`src/rtl/max_comparator.sv`:
```
// Running-maximum tracker for a calibration sweep: discards SETTLE strobes, then records
// each sample that beats the stored maximum by more than HYST and pulses CNT_RST one cycle later.
module max_comparator #(
    parameter int DATA_W = 12,
    parameter int HYST   = 4,
    parameter int SETTLE = 2
) (
    input  logic              CLK,
    input  logic              RESET,
    input  logic              CAL_EN,
    input  logic              ADC_VALID,
    input  logic [DATA_W-1:0] ADC_DATA,
    output logic              CNT_RST,
    output logic [DATA_W-1:0] MAX_VAL,
    output logic              MAX_VALID
);

    localparam int CNT_W = (SETTLE > 0) ? $clog2(SETTLE + 1) : 1;

    typedef enum logic [1:0] {
        S_IDLE   = 2'd0,
        S_SETTLE = 2'd1,
        S_TRACK  = 2'd2,
        S_HOLD   = 2'd3
    } state_t;

    state_t              state_q, state_d;
    logic [CNT_W-1:0]    settle_cnt_q, settle_cnt_d;
    logic [DATA_W-1:0]   max_q, max_d;
    logic                max_vld_q, max_vld_d;
    logic                cnt_rst_q, cnt_rst_d;

    // Threshold is one bit wider than the data so it cannot wrap; a maximum near full
    // scale therefore pushes the threshold out of reach of any sample.
    logic [DATA_W:0]     threshold;
    logic                beats_max;

    assign threshold = {1'b0, max_q} + (DATA_W + 1)'(HYST);
    assign beats_max = ({1'b0, ADC_DATA} > threshold);

    always_comb begin
        state_d      = state_q;
        settle_cnt_d = settle_cnt_q;
        max_d        = max_q;
        max_vld_d    = max_vld_q;
        cnt_rst_d    = 1'b0;

        unique case (state_q)
            S_IDLE, S_HOLD: begin
                if (CAL_EN) begin
                    max_d        = '0;
                    max_vld_d    = 1'b0;
                    settle_cnt_d = '0;
                    state_d      = S_SETTLE;
                end
            end
            S_SETTLE: begin
                if (!CAL_EN) begin
                    state_d = S_HOLD;
                end else if (SETTLE == 0) begin
                    state_d = S_TRACK;
                end else if (ADC_VALID) begin
                    settle_cnt_d = settle_cnt_q + 1'b1;
                    if (settle_cnt_d == CNT_W'(SETTLE)) begin
                        state_d = S_TRACK;
                    end
                end
            end
            S_TRACK: begin
                if (!CAL_EN) begin
                    state_d = S_HOLD;
                end else if (ADC_VALID && (!max_vld_q || beats_max)) begin
                    // An empty maximum accepts anything, including zero.
                    max_d     = ADC_DATA;
                    max_vld_d = 1'b1;
                    cnt_rst_d = 1'b1;
                end
            end
            default: state_d = S_IDLE;
        endcase
    end

    always_ff @(posedge CLK) begin
        if (RESET) begin
            state_q      <= S_IDLE;
            settle_cnt_q <= '0;
            max_q        <= '0;
            max_vld_q    <= 1'b0;
            cnt_rst_q    <= 1'b0;
        end else begin
            state_q      <= state_d;
            settle_cnt_q <= settle_cnt_d;
            max_q        <= max_d;
            max_vld_q    <= max_vld_d;
            cnt_rst_q    <= cnt_rst_d;
        end
    end

    assign CNT_RST   = cnt_rst_q;
    assign MAX_VAL   = max_q;
    assign MAX_VALID = max_vld_q;

endmodule
```
`config.mk`:
```
export PLATFORM = sky130hd
export DESIGN_NAME = max_comparator
export DESIGN_NICKNAME = d
export VERILOG_FILES = /design/src/rtl/max_comparator.sv
export SDC_FILE = /design/constraint.sdc
export NUM_CORES = 1
export LEC_CHECK = 0
export CAP_MARGIN = 30
export CORE_MARGIN = 4
export CORE_UTILIZATION = 50
export DETAILED_ROUTE_END_ITERATION = 8
export PLACE_DENSITY = 0.8
export SETUP_SLACK_MARGIN = 0.05
export SYNTH_ARGS = -nofsm -noshare
export SYNTH_HDL_FRONTEND = slang
export SYNTH_SLANG_ARGS = --single-unit
export TNS_END_PERCENT = 10
```
`constraint.sdc`:
```
create_clock -name CLK -period 3.2 [get_ports CLK]
set_clock_uncertainty 0.1 [all_clocks]
set_input_delay 0.48 -clock CLK [delete_from_list [all_inputs] [get_ports CLK]]
set_output_delay 0.48 -clock CLK [all_outputs]
set_load 0.05 [all_outputs]
```
==> results.toml, run 1 <==
[floorplan]
chipWidth_um = 59.14
ios = 30
rows = 18
initial_core_util = 0.5278
chipHeight_um = 59.14
core_mm2 = 0.002477
die_area_mm2 = 0.003497

[detailed_routing]
wire_per_inst_um = 14.11
drt_first_pass_iters = 4
drt-vias-per-instance = 5.557
ant_nets = 0
drc_errors = 0
routed_wl_mm = 2.964
drt_iter0_drc = 20
vias = 1167

[cells_and_area]
postLayoutCoreUtil = 0.6636
multi_input_area_um2 = 870.8
num-nets-final = 213
nFillCells = 212
num_antenna_cells = 0
regArea_um2 = 360.3
drive_gt1_frac = 0.07222
area_delta_synth_final_pct = 25.74

[cts]
ctsResizeCount = 0
path_clk_slew_ps = 110
cts.sinks = 18
cts_tree = "done"
cts_max_level = 1
postCtsSetupRepairBufs = 0
insertion_delay_ps = 300
cts_buffer_depth = 2
cts_root_buf = "clkbuf_4"
numCtsBuffers = 3
hold_buffers = 0

[timing]
fin_crit_sh = 0.9063
post-route-min-period_ps = 2900
grt_setup_unrepaired = "false"
max_freq_ghz = 0.3448
max_slew_margin = 0.6500
slew_viol_final = 0
tightest_slew_ps = 523.1
setup_viol = 0
fin_tns_setup_ps = 0
worst_slack_ps = 299.8
hold_viol_final = 0

[placement]
dp_slack_ps = 303.1
routabilityCongestion = 0.8476
port_buffers = 29
hpwl_mm = 2.352

[setup_path]
critical_path_arrival_ps = 3030
crit_fanout = 12
crit_type = "register to register"
crit_path_end_kind = "register"
crit_required_ps = 3330
setup.worst_path.start_class = "register"

[yosys]
synth_area_per_cell_um2 = 8.717
synth_seq_cells = 18
syn-num-nets = 182
ys_warn_count = 0
ys_types = 34
netlist_instances = 150
syn_area_mm2 = 0.001308
yosysSeqAreaShare = 0.2756

[grt]
grt-ovfl-total = 0
grt.total_usage = 0.1912
grt_pass1_vias = 1118
grt_first_pass_wirelength_mm = 5.002
grt_antenna_before_repair = 0
grt_max_degree = 20

[power_and_ir_drop]
power_leakage_uw = 0.0005967
power_density_mw_per_mm2 = 485.2
irDropWorstVdd_mv = 0.4041

[hold_path]
hp-class = "register to register"

[outcome]
outcome = "finished clean"

[flow_run]
cap_violations = 0
## logic make-up after synthesis
kind of cell,count (synthesis),share of synthesized area
adder cells (fa/ha/maj),16,0.1531
XOR/XNOR,8,0.05359
flip-flops,18,0.2756
buffers and inverters,14,0.05837
multiplexers,13,0.09952
AND/OR/NAND/NOR,59,0.2258
AO/OA/AOI/OAI,22,0.1340
## per-stage QoR
stage	area [um^2]	hold WS [ps]	total power [uW]	instances
global placement	1608	367.0	636.9	206
floorplan	1308	353.0	553.7	150
global route	1644	407.5	855.1	210
CTS	1644	386.6	804.4	210
detailed placement	1608	371.1	657.2	206
finish	1644	386.2	797.7	210
## registers in the layout (all words and copies together), names as in the netlist
name          cells
state_q           2
CNT_RST           1
MAX_VAL          12
MAX_VALID         1
settle_cnt_q      2
## cells in the final DEF, fill, tap and decap left out, drive strengths merged, types with 3 or more instances in the layout
cell type	n
nand2b	12
mux2i	13
inv	9
o21ai	4
nand4	4
ha	16
xnor2	3
dfxtp	18
clkbuf	4
nand3	8
a21oi	6
clkdlybuf4s50	29
nor2	9
xor2	5
nand2	21
## metal layers
metal / wire (um) / GRT usage
met1: 1175 / 0.2021
met2: 1602 / 0.3596
met3: 138 / 0.05229
met4: 47 / 0.06472
met5: 0 / 0
## area by class of cell
class	count	area share
clock buffers	4	0.02207
inverters	9	0.02055
multi-input cells	118	0.5297
flip-flops and latches	18	0.2192
well taps	30	0.02283
repair buffers	31	0.1857
## final timing paths
| path | start | end | slack [ps] | cells after the start |
|---|---|---|---|---|
| max | MAX_VAL[2] | MAX_VAL[1] | 300 | 11 |
| min | state_q[1] | state_q[1] | 390 | 2 |
| max reg2reg | MAX_VAL[2] | MAX_VAL[1] | 300 | 11 |
| min reg2reg | state_q[1] | state_q[1] | 390 | 2 |
## synth_stat cells
library cell  count  share of area
inv_1             9          0.026
a22oi_1           2          0.011
nand2_1          21          0.060
ha_1             16           0.15
o31a_1            1         0.0067
o21a_1            1         0.0057
a21o_2            1         0.0067
o31ai_1           1         0.0057
a2111oi_4         1          0.021
o32a_2            1         0.0086
nand3_2           1         0.0077
nor4_1            1         0.0048
a31oi_1           1         0.0048
a21o_1            1         0.0057
buf_6             1         0.0086
and2b_2           1         0.0067
nand4_1           4          0.019
o22ai_1           1         0.0048
and3_1            1         0.0048
mux2i_1          13           0.10
a21oi_1           6          0.023
nand2b_1         12          0.057
xor2_1            5          0.033
nor3_1            1         0.0038
o21ai_4           1          0.012
nand3_1           7          0.027
o21ai_0           3          0.011
a211oi_1          1         0.0057
xnor2_1           3          0.020
clkbuf_1          3         0.0086
or3_4             1         0.0086
nor2_1            9          0.026
dfxtp_1          18           0.28
buf_12            1          0.015
## report_power, final
part,switching [uW],internal [uW]
Clock,76.1,69.4
Sequential,30.6,254
Combinational,215,153
## critical path: stages (launching register included)
cell,delay [ps]
dfxtp_1,430
ha_1,230
nand2_1,90
nor2_1,170
nand3_1,120
xor2_1,170
ha_1,300
nand3_1,110
nor4_1,70
or3_4,350
o21ai_4,440
mux2i_1,250
No activity file was read; power rests on OpenSTA's default activity.
==> run 2: changes to the inputs <==
--- a/config.mk
+++ b/config.mk
@@ -11,6 +11,7 @@
 export DETAILED_ROUTE_END_ITERATION = 8
 export PLACE_DENSITY = 0.8
 export SETUP_SLACK_MARGIN = 0.05
+export SLEW_MARGIN = 20
 export SYNTH_ARGS = -nofsm -noshare
 export SYNTH_HDL_FRONTEND = slang
 export SYNTH_SLANG_ARGS = --single-unit
==> results of run 2 <==
Final layout, timing and power as in run 1 (identical DEF).
==> run 3: changes to the inputs <==
--- a/config.mk
+++ b/config.mk
@@ -5,8 +5,7 @@
 export SDC_FILE = /design/constraint.sdc
 export NUM_CORES = 1
 export LEC_CHECK = 0
-export CAP_MARGIN = 30
-export CORE_MARGIN = 4
+export CAP_MARGIN = 0
 export CORE_UTILIZATION = 50
 export DETAILED_ROUTE_END_ITERATION = 8
 export PLACE_DENSITY = 0.8
==> results.toml, run 3 (same netlist as run 1, synthesis figures left out) <==
[outcome]
outcome = "finished clean"

[setup_path]
critical_path_arrival_ps = 3050
crit_type = "register to register"
worstReg2RegEnd = "MAX_VAL[3]"
rr_startpoint = "MAX_VAL[2]"
crit_fanout = 12
setup.worst_path.start_class = "register"
reg2regPathDepth = 11
crit_required_ps = 3320
startpoint = "MAX_VAL[2]"
endpoint = "MAX_VAL[3]"
r2r_slack_ps = 280
crit_path_end_kind = "register"

[timing]
fin_crit_sh = 0.9131
max_slew_margin = 0.6406
grt_setup_unrepaired = "false"
post-route-min-period_ps = 2922
setup_viol = 0
hold_viol_final = 0
slew_viol_final = 0
max_freq_ghz = 0.3422
fin_tns_setup_ps = 0
tightest_slew_ps = 537.1

[power_and_ir_drop]
switchingPower_uw = 311.7
p_clk_frac = 0.149
power_density_mw_per_mm2 = 467.6
power.share.sequential = 0.375
p_sw_frac = 0.4089
p_comb_frac = 0.476
power_leakage_uw = 0.0005895
intPower_uw = 450.6
irDropWorstVdd_mv = 0.3649

[cells_and_area]
drive_gt1_frac = 0.06704
largest_reg_flops = 12
postLayoutCoreUtil = 0.6581
mostFrequentLayoutCells = "29 x clkdlybuf4s50_1, 21 x nand2_1, 18 x dfxtp_1"
num_antenna_cells = 0
num-nets-final = 213
final_common_cell = "clkdlybuf4s50_1"
nFillCells = 226
area_delta_synth_final_pct = 24.69

[grt]
grt_first_pass_wirelength_mm = 4.919
grt-ovfl-total = 0
grt_use_met3 = 0.02586
use_met1 = 0.2688
gr-max-usage-layer = "met2"
met2_usage = 0.4620
grt_pass1_vias = 1123
grt_antenna_before_repair = 0
grt_max_degree = 20
grt.total_usage = 0.2405

[detailed_routing]
drc_errors = 0
drt_iter0_drc = 29
vias = 1176
ant_nets = 0
drt-vias-per-instance = 5.627
wire_per_inst_um = 13.99
drt_first_pass_iters = 4
routed_wl_mm = 2.924

[hold_path]
min_path_cells = 2
hp-class = "register to register"

[cts]
cts.sinks = 18
cts_root_buf = "clkbuf_4"
postCtsSetupRepairBufs = 0
ctsResizeCount = 0
numCtsBuffers = 3
hold_buffers = 0
cts_tree = "done"
cts_buffer_depth = 2
path_clk_slew_ps = 100
cts_max_level = 1
insertion_delay_ps = 300

[floorplan]
rows = 18
die_area_mm2 = 0.002823
core_mm2 = 0.002477
chipHeight_um = 53.14
chipWidth_um = 53.14
ios = 30
initial_core_util = 0.5278

[placement]
hpwl_mm = 2.295
port_buffers = 29
routabilityCongestion = 0.8403

[flow_run]
cap_violations = 0
## run 3: worst max-delay path: stages, from the launching register on
cell	delay [ps]
dfxtp_1	430
ha_1	240
nand2_1	100
nor2_1	170
nand3_1	120
xor2_1	180
ha_1	300
nand3_1	100
nor4_1	70
or3_4	350
o21ai_4	450
mux2i_1	250
## run 3: worst min path at each step
| stage | startpoint | end |
|---|---|---|
| after global routing | MAX_VALID | MAX_VALID |
| after global placement | MAX_VAL[1] | MAX_VAL[1] |
| final | state_q[1] | state_q[1] |
| after floorplan | state_q[1] | state_q[1] |
| after detailed placement | state_q[1] | state_q[1] |
| after CTS | state_q[1] | state_q[1] |
## run 3: area by class of cell
class	instances	area [um^2]	area share
Inverter	9	33.78	0.02072
Clock buffer	3	22.52	0.01381
Tap cell	30	37.54	0.02302
Timing Repair Buffer	31	305.3	0.1873
Sequential cell	18	360.3	0.2210
Multi-Input combinational cell	118	870.8	0.5342
## run 3: power groups by stage
stage	sequential (uW)	clock, uW	combinational, uW
2_1_floorplan	341	0	212
3_3_place_gp	288	0	347
3_5_place_dp	291	0	361
4_1_cts	285	115	363
5_1_grt	290	123	400
6_report	285	114	363
## run 3: metal layers
| layer | vias to the layer above | wire length, um |
|---|---|---|
| met4 | 0 | 41 |
| met2 | 25 | 1544 |
| met3 | 7 | 102 |
| met1 | 559 | 1236 |
| met5 | - | 0 |
| li1 | 585 | - |
## run 3: stage by stage
stage                     total power, uW  setup WS [ps]  hold slack, ps  instance area (um^2)  cells
after detailed placement            651.7          309.5           373.8                  1608    206
after CTS                           763.7          272.4           388.6                  1630    209
after global placement              635.7          408.1           363.9                  1608    206
after global routing                813.1          74.00           419.8                  1630    209
after floorplan                     553.7          258.3           353.0                  1308    150
final                               762.3          278.1           386.7                  1630    209
